<file path="src/rtl/user_stream_fifo.sv">
// First-word-fall-through elastic buffer for one vld/ack stream channel
// between a user kernel output port and the leaf interface input port.
module user_stream_fifo #(
  parameter int PAYLOAD_BITS      = 32,
  parameter int DEPTH_BITS        = 4,
  parameter int ALMOST_FULL_LEVEL = 12
) (
  input  logic                    clk,
  input  logic                    reset,
  input  logic                    clear,
  input  logic [PAYLOAD_BITS-1:0] din_user2fifo,
  input  logic                    vld_user2fifo,
  output logic                    ack_fifo2user,
  output logic [PAYLOAD_BITS-1:0] dout_fifo2interface,
  output logic                    vld_fifo2interface,
  input  logic                    ack_interface2fifo,
  output logic [DEPTH_BITS:0]     occupancy,
  output logic                    almost_full,
  output logic [31:0]             xfer_cnt
);

  localparam int DEPTH = 2 ** DEPTH_BITS;
  localparam logic [DEPTH_BITS:0] DEPTH_LVL = (DEPTH_BITS + 1)'(DEPTH);
  localparam logic [DEPTH_BITS:0] AF_LVL    = (DEPTH_BITS + 1)'(ALMOST_FULL_LEVEL);

  logic [PAYLOAD_BITS-1:0] mem [DEPTH];
  logic [DEPTH_BITS-1:0]   wr_ptr;
  logic [DEPTH_BITS-1:0]   rd_ptr;
  logic [DEPTH_BITS:0]     occ_next;
  logic                    push;
  logic                    pop;

  assign push = vld_user2fifo & ack_fifo2user;
  assign pop  = vld_fifo2interface & ack_interface2fifo;

  always_comb begin
    occ_next = occupancy;
    if (push && !pop)
      occ_next = occupancy + 1'b1;
    else if (pop && !push)
      occ_next = occupancy - 1'b1;
  end

  // Flags are registered from next-cycle occupancy, so ack_fifo2user never
  // depends combinationally on ack_interface2fifo.
  always_ff @(posedge clk or posedge reset) begin
    if (reset) begin
      wr_ptr             <= '0;
      rd_ptr             <= '0;
      occupancy          <= '0;
      xfer_cnt           <= '0;
      ack_fifo2user      <= 1'b0;
      vld_fifo2interface <= 1'b0;
      almost_full        <= 1'b0;
    end else if (clear) begin
      wr_ptr             <= '0;
      rd_ptr             <= '0;
      occupancy          <= '0;
      xfer_cnt           <= '0;
      ack_fifo2user      <= 1'b1;
      vld_fifo2interface <= 1'b0;
      almost_full        <= 1'b0;
    end else begin
      // NOTE: sequential state uses non-blocking assignments so every register
      // samples the pre-edge values of the others.
      if (push) wr_ptr <= wr_ptr + 1'b1;
      if (pop) begin
        rd_ptr   <= rd_ptr + 1'b1;
        xfer_cnt <= xfer_cnt + 32'd1;
      end
      occupancy          <= occ_next;
      ack_fifo2user      <= (occ_next < DEPTH_LVL);
      vld_fifo2interface <= (occ_next != '0);
      almost_full        <= (occ_next >= AF_LVL);
    end
  end

  // NOTE: the storage array has no reset; its contents are only visible
  // behind vld_fifo2interface, so resetting it would buy nothing.
  always_ff @(posedge clk) begin
    if (push && !clear)
      mem[wr_ptr] <= din_user2fifo;
  end

  // Gating with valid gives a defined zero on dout while empty or in reset.
  assign dout_fifo2interface = vld_fifo2interface ? mem[rd_ptr] : '0;

endmodule

</file>
<file path="config.mk">
export PLATFORM = sky130hd
export DESIGN_NAME = user_stream_fifo
export DESIGN_NICKNAME = d
export VERILOG_FILES = /design/src/rtl/user_stream_fifo.sv
export SDC_FILE = /design/constraint.sdc
export NUM_CORES = 1
export LEC_CHECK = 0
export BUFFER_PORTS_ARGS = -buffer_cell sky130_fd_sc_hd__buf_2
export CAP_MARGIN = 20
export CORE_ASPECT_RATIO = 1.75
export CORE_MARGIN = 5
export CORE_UTILIZATION = 25
export DETAILED_ROUTE_END_ITERATION = 16
export GPL_ROUTABILITY_DRIVEN = 1
export SLEW_MARGIN = 30
export SYNTH_ARGS = -nofsm -noshare
export SYNTH_HDL_FRONTEND = slang
export SYNTH_SLANG_ARGS = --single-unit
export TNS_END_PERCENT = 50
</file>
<file path="constraint.sdc">
create_clock -name clk -period 5.6 [get_ports clk]
set_clock_uncertainty 0.15 [all_clocks]
set_input_delay 1.12 -clock clk [delete_from_list [all_inputs] [get_ports clk]]
set_output_delay 1.12 -clock clk [all_outputs]
set_load 0.01 [all_outputs]
</file>
* Word level (Yosys, flattened, before mapping)
Memory sizes are Yosys's and may differ from the RTL's. Index checks and enable logic that the tools add are counted.
Operators by class: $add $sub $neg 5, multiply operators 0, div/mod/pow operators 0, $lt $le $gt $ge 2, eq/ne operators 0, shift-type cells 0, muxes and demuxes 15, bitwise logic cells 2, reduce and logical (&&, ||, !) cells 9
Operators by type and width (count):
- $mux W32 | 3
- $add A32 B1 Y32 const B | 1
- $mux W4 | 4
- $mux W5 | 3
- $add A4 B1 Y4 const B | 2
- $add A5 B1 Y5 const B | 1
- $ge A5 B4 Y1 const B | 1
- $lt A5 B5 Y1 const B | 1
- $mux W1 | 5
- $reduce_bool A5 Y1 | 1
- $sub A5 B1 Y5 const B | 1
- $reduce_bool A2 Y1 | 2
- $logic_and A1 B1 Y1 | 3
- $logic_not A1 Y1 | 3
- $and A1 B1 Y1 | 2
Storage, ports and cells: flip-flop bits (word level) 48, latch bits 0, memory bits (writable) 512, ROM bits 0, output and inout port bits 72, word-level logic and storage cells 41, memories 1
Memories:
- mem | words 16, width 32, read ports 1, clocked after Yosys merged registers in 0, wr ports 1, RTL line 26 | logic [PAYLOAD_BITS-1:0] mem [DEPTH];

* Logic depth before layout (Yosys ltp)
Gate-level depths: netlist of the first run.
depth after elaboration 7, mapped depth 8, mapped depth without buffers 7

* Least setup slack after synthesis of the first run
No wires, ideal clock.
path kind in2reg, start input clear, end memory mem[1][0], enable pin, library setup time 0.461 ns, arrival 3.976 ns, slack 1.013 ns, cell stages on the path 3, buffers on the path 1, cell sequence clkbuf_1 or3b_2 nor3_1
On the way: longest elaborated chain between the ends 4
Ends and longest elaborated chain:
- from (decl) | RTL line 10 | input logic clear,
- $logic_not A1 Y1 | RTL line 81 | if (push && !clear)
- $logic_and A1 B1 Y1 | RTL line 81
- $mux W1 | RTL line 81
- $mux W1 (implied by the code) | RTL line 82 | mem[wr_ptr] <= din_user2fifo;
- to (decl) | RTL line 26
No other way between the ends.

* Final worst setup path of the first run
start register rd_ptr[1], end output dout_fifo2interface[13]
On the way: longest elaborated chain between the ends 2
Ends and longest elaborated chain:
- from (decl) | RTL line 28 | logic [DEPTH_BITS-1:0] rd_ptr;
- from (signal assigned) | RTL line 68 | rd_ptr <= rd_ptr + 1'b1;
- $mem_v2 Z16 W32
- $mux W32 | RTL line 86 | assign dout_fifo2interface = vld_fifo2interface ? mem[rd_ptr] : '0;
- to (decl) | RTL line 14 | output logic [PAYLOAD_BITS-1:0] dout_fifo2interface,
No other way between the ends.

==> flow_results.xml, run 1 <==
<?xml version="1.0" encoding="UTF-8"?>
<metrics>
  <group name="status">
    <metric name="run_status" unit="">finished, final reports clean</metric>
  </group>
  <group name="clock_network">
    <metric name="cts.repair.resized" unit="">0</metric>
    <metric name="cts_tree" unit="">built</metric>
    <metric name="clock_path_buffers" unit="">3</metric>
    <metric name="cts_max_level" unit="">2</metric>
    <metric name="postCtsSetupBuffers" unit="">0</metric>
    <metric name="clock_sinks" unit="">560</metric>
    <metric name="clockRootBuffer" unit="">sky130_fd_sc_hd__clkbuf_16</metric>
    <metric name="cts.reportedPaths.clkPinSlew" unit="ps">60</metric>
    <metric name="clock_latency" unit="ps">620</metric>
    <metric name="numCtsBuffers" unit="">54</metric>
    <metric name="postCtsHoldBufs" unit="">0</metric>
  </group>
  <group name="routing">
    <metric name="route.antenna.remaining_nets" unit="">0</metric>
    <metric name="residual_drc" unit="">0</metric>
    <metric name="via_per_inst" unit="">4.493</metric>
    <metric name="drtPass1Iterations" unit="">5</metric>
    <metric name="vias" unit="">11094</metric>
    <metric name="drtIter0Drc" unit="">696</metric>
    <metric name="avgRoutedWirePerCell" unit="microns">21.51</metric>
    <metric name="routed_wl" unit="microns">53120</metric>
  </group>
  <group name="power">
    <metric name="p_int" unit="uW">7045</metric>
    <metric name="power_switching" unit="uW">2094</metric>
    <metric name="total_leakage_power" unit="uW">0.008467</metric>
    <metric name="power.density_cell_area" unit="mW/mm^2">353.8</metric>
    <metric name="power_frac_seq" unit="%">51.3</metric>
    <metric name="ir_worst_vdd" unit="mV">0.2501</metric>
    <metric name="power.switching_fraction" unit="%">22.91</metric>
    <metric name="pwr-share-comb" unit="%">9.0</metric>
    <metric name="clock_power_share" unit="%">39.7</metric>
  </group>
  <group name="placed_design">
    <metric name="detailed_place.area" unit="sq mm">0.02406</metric>
    <metric name="hpwlAfterDp" unit="microns">30940</metric>
    <metric name="gp_congestion" unit="">0.7767</metric>
    <metric name="place.port_buffers" unit="">108</metric>
  </group>
  <group name="global_routing">
    <metric name="grt_pass1_vias" unit="">11753</metric>
    <metric name="pin_count_of_the_biggest_net_entering_global_routing" unit="">62</metric>
    <metric name="grt_use_total" unit="%">11.05</metric>
    <metric name="number_of_antenna_violations_at_the_first_check_in_global_routing" unit="">14</metric>
    <metric name="globalRoute.totalOverflow" unit="">0</metric>
    <metric name="grt_first_pass_wirelength" unit="microns">77850</metric>
  </group>
  <group name="setup_path">
    <metric name="critical_path.endpoint_type" unit="">primary output</metric>
    <metric name="worstSetupStartpointType" unit="">register</metric>
    <metric name="path_max_fanout" unit="">61</metric>
    <metric name="critical_setup_path_class" unit="">register to primary output</metric>
    <metric name="timing.critical_path.arrival" unit="ps">3430</metric>
    <metric name="cp.required" unit="ps">4330</metric>
  </group>
  <group name="timing">
    <metric name="final_slew_viol_count" unit="">0</metric>
    <metric name="achievable-frequency" unit="GHz">0.2127</metric>
    <metric name="slew_headroom" unit="%">35.29</metric>
    <metric name="tightestPinTransition" unit="ps">968.3</metric>
    <metric name="worst_hold_slack_after_final_layout" unit="ps">420.3</metric>
    <metric name="rsz0062_at_grt" unit="">false</metric>
    <metric name="report.final.setup_viol" unit="">0</metric>
    <metric name="hold_viol_final" unit="">0</metric>
    <metric name="timing.final.crit_share" unit="%">83.97</metric>
    <metric name="finalWorstPathRequiredPeriod" unit="ps">4702</metric>
    <metric name="setup_tns" unit="ps">0</metric>
  </group>
  <group name="logic_synthesis">
    <metric name="mappedNetlistNets" unit="">1162</metric>
    <metric name="post_synthesis_cells" unit="">1117</metric>
    <metric name="synth_enable_flop_cells" unit="">512</metric>
    <metric name="synthDominantAreaCellType" unit="">sky130_fd_sc_hd__edfxtp_1</metric>
    <metric name="ys_ff_latch" unit="">560</metric>
    <metric name="synth_ff_type" unit="">sky130_fd_sc_hd__edfxtp_1</metric>
    <metric name="synth.top_cells.by_count" unit="">sky130_fd_sc_hd__edfxtp_1, sky130_fd_sc_hd__mux4_2, sky130_fd_sc_hd__mux2i_1</metric>
    <metric name="synth.distinct_cells" unit="">45</metric>
    <metric name="postSynth.asyncResetShare" unit="%">8.571</metric>
    <metric name="synth.most_common_cell" unit="">sky130_fd_sc_hd__edfxtp_1</metric>
    <metric name="synthTopCellsByArea" unit="">sky130_fd_sc_hd__edfxtp_1, sky130_fd_sc_hd__mux4_2, sky130_fd_sc_hd__dfrtp_1</metric>
    <metric name="synth.yosys.seq_area_share" unit="%">75.29</metric>
    <metric name="synthDominantCellAreaShare" unit="%">69.84</metric>
    <metric name="syn_avg_cell_area" unit="sq um">19.71</metric>
    <metric name="synth_warnings" unit="">0</metric>
    <metric name="synthesis.area" unit="sq mm">0.02201</metric>
  </group>
  <group name="final_layout">
    <metric name="finalInstanceArea" unit="sq mm">0.02583</metric>
    <metric name="multi_input_gate_area" unit="sq mm">0.005213</metric>
    <metric name="drive_above_1_share" unit="%">27.34</metric>
    <metric name="finalNetCount" unit="">1296</metric>
    <metric name="syn2layout_area_growth" unit="%">17.32</metric>
    <metric name="fill_cells" unit="">8594</metric>
    <metric name="seqCellArea" unit="sq mm">0.01658</metric>
  </group>
  <group name="floorplan">
    <metric name="placementRows" unit="">144</metric>
    <metric name="fp.dieH" unit="microns">402.6</metric>
    <metric name="design.core.area" unit="sq mm">0.08774</metric>
    <metric name="fp.dieArea" unit="sq mm">0.09433</metric>
    <metric name="die_w" unit="microns">234.3</metric>
    <metric name="io_pins" unit="">109</metric>
    <metric name="floorplan.initialDensity" unit="%">25.09</metric>
  </group>
  <group name="min_path">
    <metric name="hp-class" unit="">register to register</metric>
  </group>
  <group name="run">
    <metric name="cap_viol_max_count" unit="">0</metric>
  </group>
</metrics>
-- final cells by class --
class | instances | share of cell area, %
clock inverters | 35 | 1.390
clock buffers | 65 | 5.392
multi-input cells | 489 | 20.18
flip-flops and latches | 560 | 64.21
inverters | 9 | 0.1308
repair buffers | 137 | 2.984
diodes | 6 | 0.05813
well taps | 1168 | 5.658
-- registers in the layout, summed over array words and instances, names as in the netlist --
name,count
ack_fifo2user,1
almost_full,1
mem,512
occupancy,5
rd_ptr,4
vld_fifo2interface,1
wr_ptr,4
xfer_cnt,32
-- critical path: stages, from the launching register on --
cell                       delay [ps]
sky130_fd_sc_hd__dfrtp_4         1030
sky130_fd_sc_hd__buf_4            580
sky130_fd_sc_hd__nor2_1           240
sky130_fd_sc_hd__nand2_1          150
sky130_fd_sc_hd__a32oi_1          110
sky130_fd_sc_hd__o211ai_1         470
sky130_fd_sc_hd__buf_2            220
-- logic make-up (layout without fill, tap and decap cells) --
group | Yosys count | count (layout) | share of synthesized area [%]
compound gates | 74 | 74 | 2.217
xor+xnor | 38 | 38 | 1.512
fa+ha+maj | 8 | 8 | 0.4547
buf+inv | 68 | 246 | 1.256
flops | 560 | 560 | 75.29
mux | 179 | 179 | 14.85
other cells | 0 | 6 | 0
simple gates | 190 | 190 | 4.422
-- per-layer routing --
| layer | global-route usage [%] | wire (microns) | vias to the layer above | part of all wire [%] |
|---|---|---|---|---|
| met1 | 13.23 | 20580 | 5843 | 39 |
| met4 | 3.024 | 1260 | 4 | 2.4 |
| met2 | 19.79 | 28120 | 327 | 53 |
| li1 | - | - | 4833 | - |
| met3 | 2.620 | 3129 | 87 | 5.9 |
| met5 | 0 | 27 | - | 0.051 |
-- final timing paths --
kind                                     startpoint                        to  slack (ps)  cells after the start
min reg2reg                xfer_cnt[29]$_DFFE_PP0P_  xfer_cnt[29]$_DFFE_PP0P_         420                      2
max in group asynchronous                     reset     rd_ptr[1]$_DFFE_PP0P_        4250                      3
min                        xfer_cnt[29]$_DFFE_PP0P_  xfer_cnt[29]$_DFFE_PP0P_         420                      2
min in group asynchronous                     reset  xfer_cnt[29]$_DFFE_PP0P_         520                      3
max                           rd_ptr[1]$_DFFE_PP0P_   dout_fifo2interface[13]         900                      6
max reg2reg                   wr_ptr[1]$_DFFE_PP0P_      mem[5][22]$_DFFE_PP_        2740                      5
-- cells in the final DEF (no fill, tap or decap), drive strengths merged, types with 21 or more instances in the layout --
cell	instances
dfrtp	48
buf	137
edfxtp	512
nor2	45
xnor2	21
clkinv	26
mux2i	61
mux4	118
nand4	23
nand2	38
o22ai	24
clkbuf	65
-- power groups by stage --
stage / Sequential (uW) / Clock (uW) / Combinational (uW)
6_report: 4690 / 3620 / 824
3_5_place_dp: 4780 / 0 / 846
2_1_floorplan: 4730 / 0 / 582
4_1_cts: 4690 / 3710 / 847
5_1_grt: 4700 / 3880 / 896
3_3_place_gp: 4780 / 0 / 833
-- stage by stage --
stage	std cells	util [%]	setup slack, ps	power [uW]
floorplan	1117	-	1013	5311
global placement	2363	27.41	1537	5611
detailed placement	2363	27.42	1533	5627
CTS	2463	29.42	845.8	9253
global route	2463	29.42	704.2	9470
finish	2469	29.44	897.7	9139
Note: power is estimated with default switching activity, not from simulation.
==> run 2: changes to the inputs <==
==> constraint.sdc (replaced) <==
create_clock -name clk -period 4.5 [get_ports clk]
set_clock_uncertainty 0.15 [all_clocks]
set_input_delay 0.9 -clock clk [delete_from_list [all_inputs] [get_ports clk]]
set_output_delay 0.9 -clock clk [all_outputs]
set_load 0.01 [all_outputs]
==> flow_results.xml, run 2 (synthesis gave the netlist of run 1 again) <==
<?xml version="1.0" encoding="UTF-8"?>
<metrics>
  <group name="setup_path">
    <metric name="cp.required" unit="ps">3450</metric>
    <metric name="worstSetupStartpointType" unit="">register</metric>
    <metric name="critical_setup_path_class" unit="">register to primary output</metric>
    <metric name="path_max_fanout" unit="">24</metric>
    <metric name="timing.critical_path.arrival" unit="ps">3030</metric>
    <metric name="critical_path.endpoint_type" unit="">primary output</metric>
  </group>
  <group name="clock_network">
    <metric name="clock_path_buffers" unit="">3</metric>
    <metric name="cts_max_level" unit="">2</metric>
    <metric name="cts.repair.resized" unit="">0</metric>
    <metric name="postCtsHoldBufs" unit="">0</metric>
    <metric name="clock_sinks" unit="">560</metric>
    <metric name="clockRootBuffer" unit="">sky130_fd_sc_hd__clkbuf_16</metric>
    <metric name="numCtsBuffers" unit="">50</metric>
    <metric name="cts_tree" unit="">built</metric>
    <metric name="clock_latency" unit="ps">590</metric>
    <metric name="cts.reportedPaths.clkPinSlew" unit="ps">60</metric>
    <metric name="postCtsSetupBuffers" unit="">0</metric>
  </group>
  <group name="floorplan">
    <metric name="fp.dieH" unit="microns">402.6</metric>
    <metric name="floorplan.initialDensity" unit="%">25.09</metric>
    <metric name="fp.dieArea" unit="sq mm">0.09433</metric>
    <metric name="placementRows" unit="">144</metric>
    <metric name="design.core.area" unit="sq mm">0.08774</metric>
    <metric name="die_w" unit="microns">234.3</metric>
    <metric name="io_pins" unit="">109</metric>
  </group>
  <group name="power">
    <metric name="total_leakage_power" unit="uW">0.008446</metric>
    <metric name="ir_worst_vdd" unit="mV">0.2827</metric>
    <metric name="clock_power_share" unit="%">37.2</metric>
    <metric name="pwr-share-comb" unit="%">9.8</metric>
    <metric name="power.switching_fraction" unit="%">22.97</metric>
    <metric name="power.density_cell_area" unit="mW/mm^2">426.2</metric>
    <metric name="p_int" unit="uW">8455</metric>
    <metric name="power_frac_seq" unit="%">53.0</metric>
    <metric name="power_switching" unit="uW">2521</metric>
  </group>
  <group name="global_routing">
    <metric name="grt_pass1_vias" unit="">11854</metric>
    <metric name="pin_count_of_the_biggest_net_entering_global_routing" unit="">49</metric>
    <metric name="grt_use_total" unit="%">11.24</metric>
    <metric name="number_of_antenna_violations_at_the_first_check_in_global_routing" unit="">13</metric>
    <metric name="globalRoute.totalOverflow" unit="">0</metric>
    <metric name="grt_first_pass_wirelength" unit="microns">79270</metric>
  </group>
  <group name="timing">
    <metric name="setup_tns" unit="ps">0</metric>
    <metric name="hold_viol_final" unit="">0</metric>
    <metric name="achievable-frequency" unit="GHz">0.2450</metric>
    <metric name="tightestPinTransition" unit="ps">984.6</metric>
    <metric name="rsz0062_at_grt" unit="">false</metric>
    <metric name="finalWorstPathRequiredPeriod" unit="ps">4082</metric>
    <metric name="report.final.setup_viol" unit="">0</metric>
    <metric name="slew_headroom" unit="%">34.26</metric>
    <metric name="timing.final.crit_share" unit="%">90.71</metric>
    <metric name="final_slew_viol_count" unit="">0</metric>
  </group>
  <group name="final_layout">
    <metric name="finalNetCount" unit="">1306</metric>
    <metric name="fill_cells" unit="">8602</metric>
    <metric name="layout_common_cells" unit="">sky130_fd_sc_hd__edfxtp_1, sky130_fd_sc_hd__mux4_2, sky130_fd_sc_hd__buf_2</metric>
    <metric name="finalInstanceArea" unit="sq mm">0.02575</metric>
    <metric name="drive_above_1_share" unit="%">27.96</metric>
    <metric name="layout.cells.most_common" unit="">sky130_fd_sc_hd__edfxtp_1</metric>
    <metric name="largest_reg_flops" unit="">512</metric>
    <metric name="top_register" unit="">mem</metric>
    <metric name="final_cell_count_no_fill" unit="">2477</metric>
    <metric name="biggestRegsByFlops" unit="">mem x512, xfer_cnt x32, occupancy x5</metric>
    <metric name="syn2layout_area_growth" unit="%">16.98</metric>
    <metric name="final_core_density" unit="%">29.35</metric>
  </group>
  <group name="placed_design">
    <metric name="gp_congestion" unit="">0.7741</metric>
    <metric name="place.detailed.instances" unit="">2377</metric>
    <metric name="hpwlAfterDp" unit="microns">32650</metric>
    <metric name="place.port_buffers" unit="">108</metric>
    <metric name="detailed_place.area" unit="sq mm">0.02419</metric>
  </group>
  <group name="routing">
    <metric name="via_per_inst" unit="">4.495</metric>
    <metric name="routed_wl" unit="microns">53320</metric>
    <metric name="vias" unit="">11133</metric>
    <metric name="avgRoutedWirePerCell" unit="microns">21.52</metric>
    <metric name="route.antenna.remaining_nets" unit="">0</metric>
    <metric name="residual_drc" unit="">0</metric>
    <metric name="drtPass1Iterations" unit="">4</metric>
    <metric name="drtIter0Drc" unit="">686</metric>
  </group>
  <group name="run">
    <metric name="cap_viol_max_count" unit="">0</metric>
  </group>
  <group name="status">
    <metric name="run_status" unit="">finished, final reports clean</metric>
  </group>
  <group name="min_path">
    <metric name="hp-class" unit="">primary input to async pin</metric>
  </group>
</metrics>
[run 2: cell count changes in the layout (fill, tap and decap cells not counted), moves of 2 or more]
cell                         before  now
sky130_fd_sc_hd__clkinv_2         6   10
sky130_fd_sc_hd__buf_12           1    3
sky130_fd_sc_hd__clkinv_1        17   10
sky130_fd_sc_hd__buf_4           28   40
sky130_fd_sc_hd__bufinv_16        6    3
sky130_fd_sc_hd__inv_6            2    0
sky130_fd_sc_hd__clkinvlp_2       0    2
sky130_fd_sc_hd__clkbuf_16       54   50
sky130_fd_sc_hd__clkbuf_1        11   14
[run 2: worst paths after layout]
| kind | from | end | slack, ps | depth (start not counted) |
|---|---|---|---|---|
| worst max-delay path | rd_ptr[1]$_DFFE_PP0P_ | dout_fifo2interface[25] | 420 | 6 |
| worst min-delay path | reset | xfer_cnt[31]$_DFFE_PP0P_ | 220 | 2 |
| worst max register to register | ack_fifo2user$_DFF_PP0_ | mem[6][11]$_DFFE_PP_ | 1890 | 6 |
| worst min register to register | xfer_cnt[31]$_DFFE_PP0P_ | xfer_cnt[31]$_DFFE_PP0P_ | 400 | 2 |
| max in group asynchronous | reset | rd_ptr[1]$_DFFE_PP0P_ | 3450 | 2 |
| min in group clk | xfer_cnt[31]$_DFFE_PP0P_ | xfer_cnt[31]$_DFFE_PP0P_ | 400 | 2 |
[run 2: power by group through the flow]
stage	clock network [uW]	registers, uW	logic, uW
after global placement	0	5920	1090
after detailed placement	0	5930	1110
final	4080	5820	1070
after floorplan	0	5890	724
after global routing	4400	5830	1180
after CTS	4200	5820	1110
[run 2: layer usage]
layer	GRT usage, %	routed length, microns	up-vias
met5	0	57	-
met4	3.270	1348	8
met3	2.556	3081	88
met2	20.64	28700	310
met1	12.97	20130	5880
li1	-	-	4847
[run 2: stage by stage]
stage / setup slack (ps) / total power [uW] / hold slack [ps]
after CTS: 279.4 / 11120 / 220.4
after floorplan: 132.7 / 6610 / 401.5
after global placement: 905.8 / 7018 / 375.2
after detailed placement: 947.8 / 7037 / 388.7
final: 418.1 / 10980 / 223.5
after global routing: 250.4 / 11410 / 265.1
[run 2: final cells by class]
class / count / area, sq um / area share (%)
sequential: 560 / 16580 / 64.40
multi-input combinational: 489 / 5209 / 20.23
tap: 1168 / 1461 / 5.675
clock buffer: 64 / 1304 / 5.063
timing repair buffer: 151 / 900.9 / 3.498
clock inverter: 29 / 240.2 / 0.9329
inverter: 9 / 36.28 / 0.1409
antenna: 7 / 17.52 / 0.06802
[run 2: worst max-delay path, cell delays in order, from the launching register on]
cell,delay [ps]
sky130_fd_sc_hd__dfrtp_4,670
sky130_fd_sc_hd__buf_4,410
sky130_fd_sc_hd__nor2b_1,620
sky130_fd_sc_hd__nand2_1,180
sky130_fd_sc_hd__a32oi_1,250
sky130_fd_sc_hd__o211ai_1,120
sky130_fd_sc_hd__buf_2,160
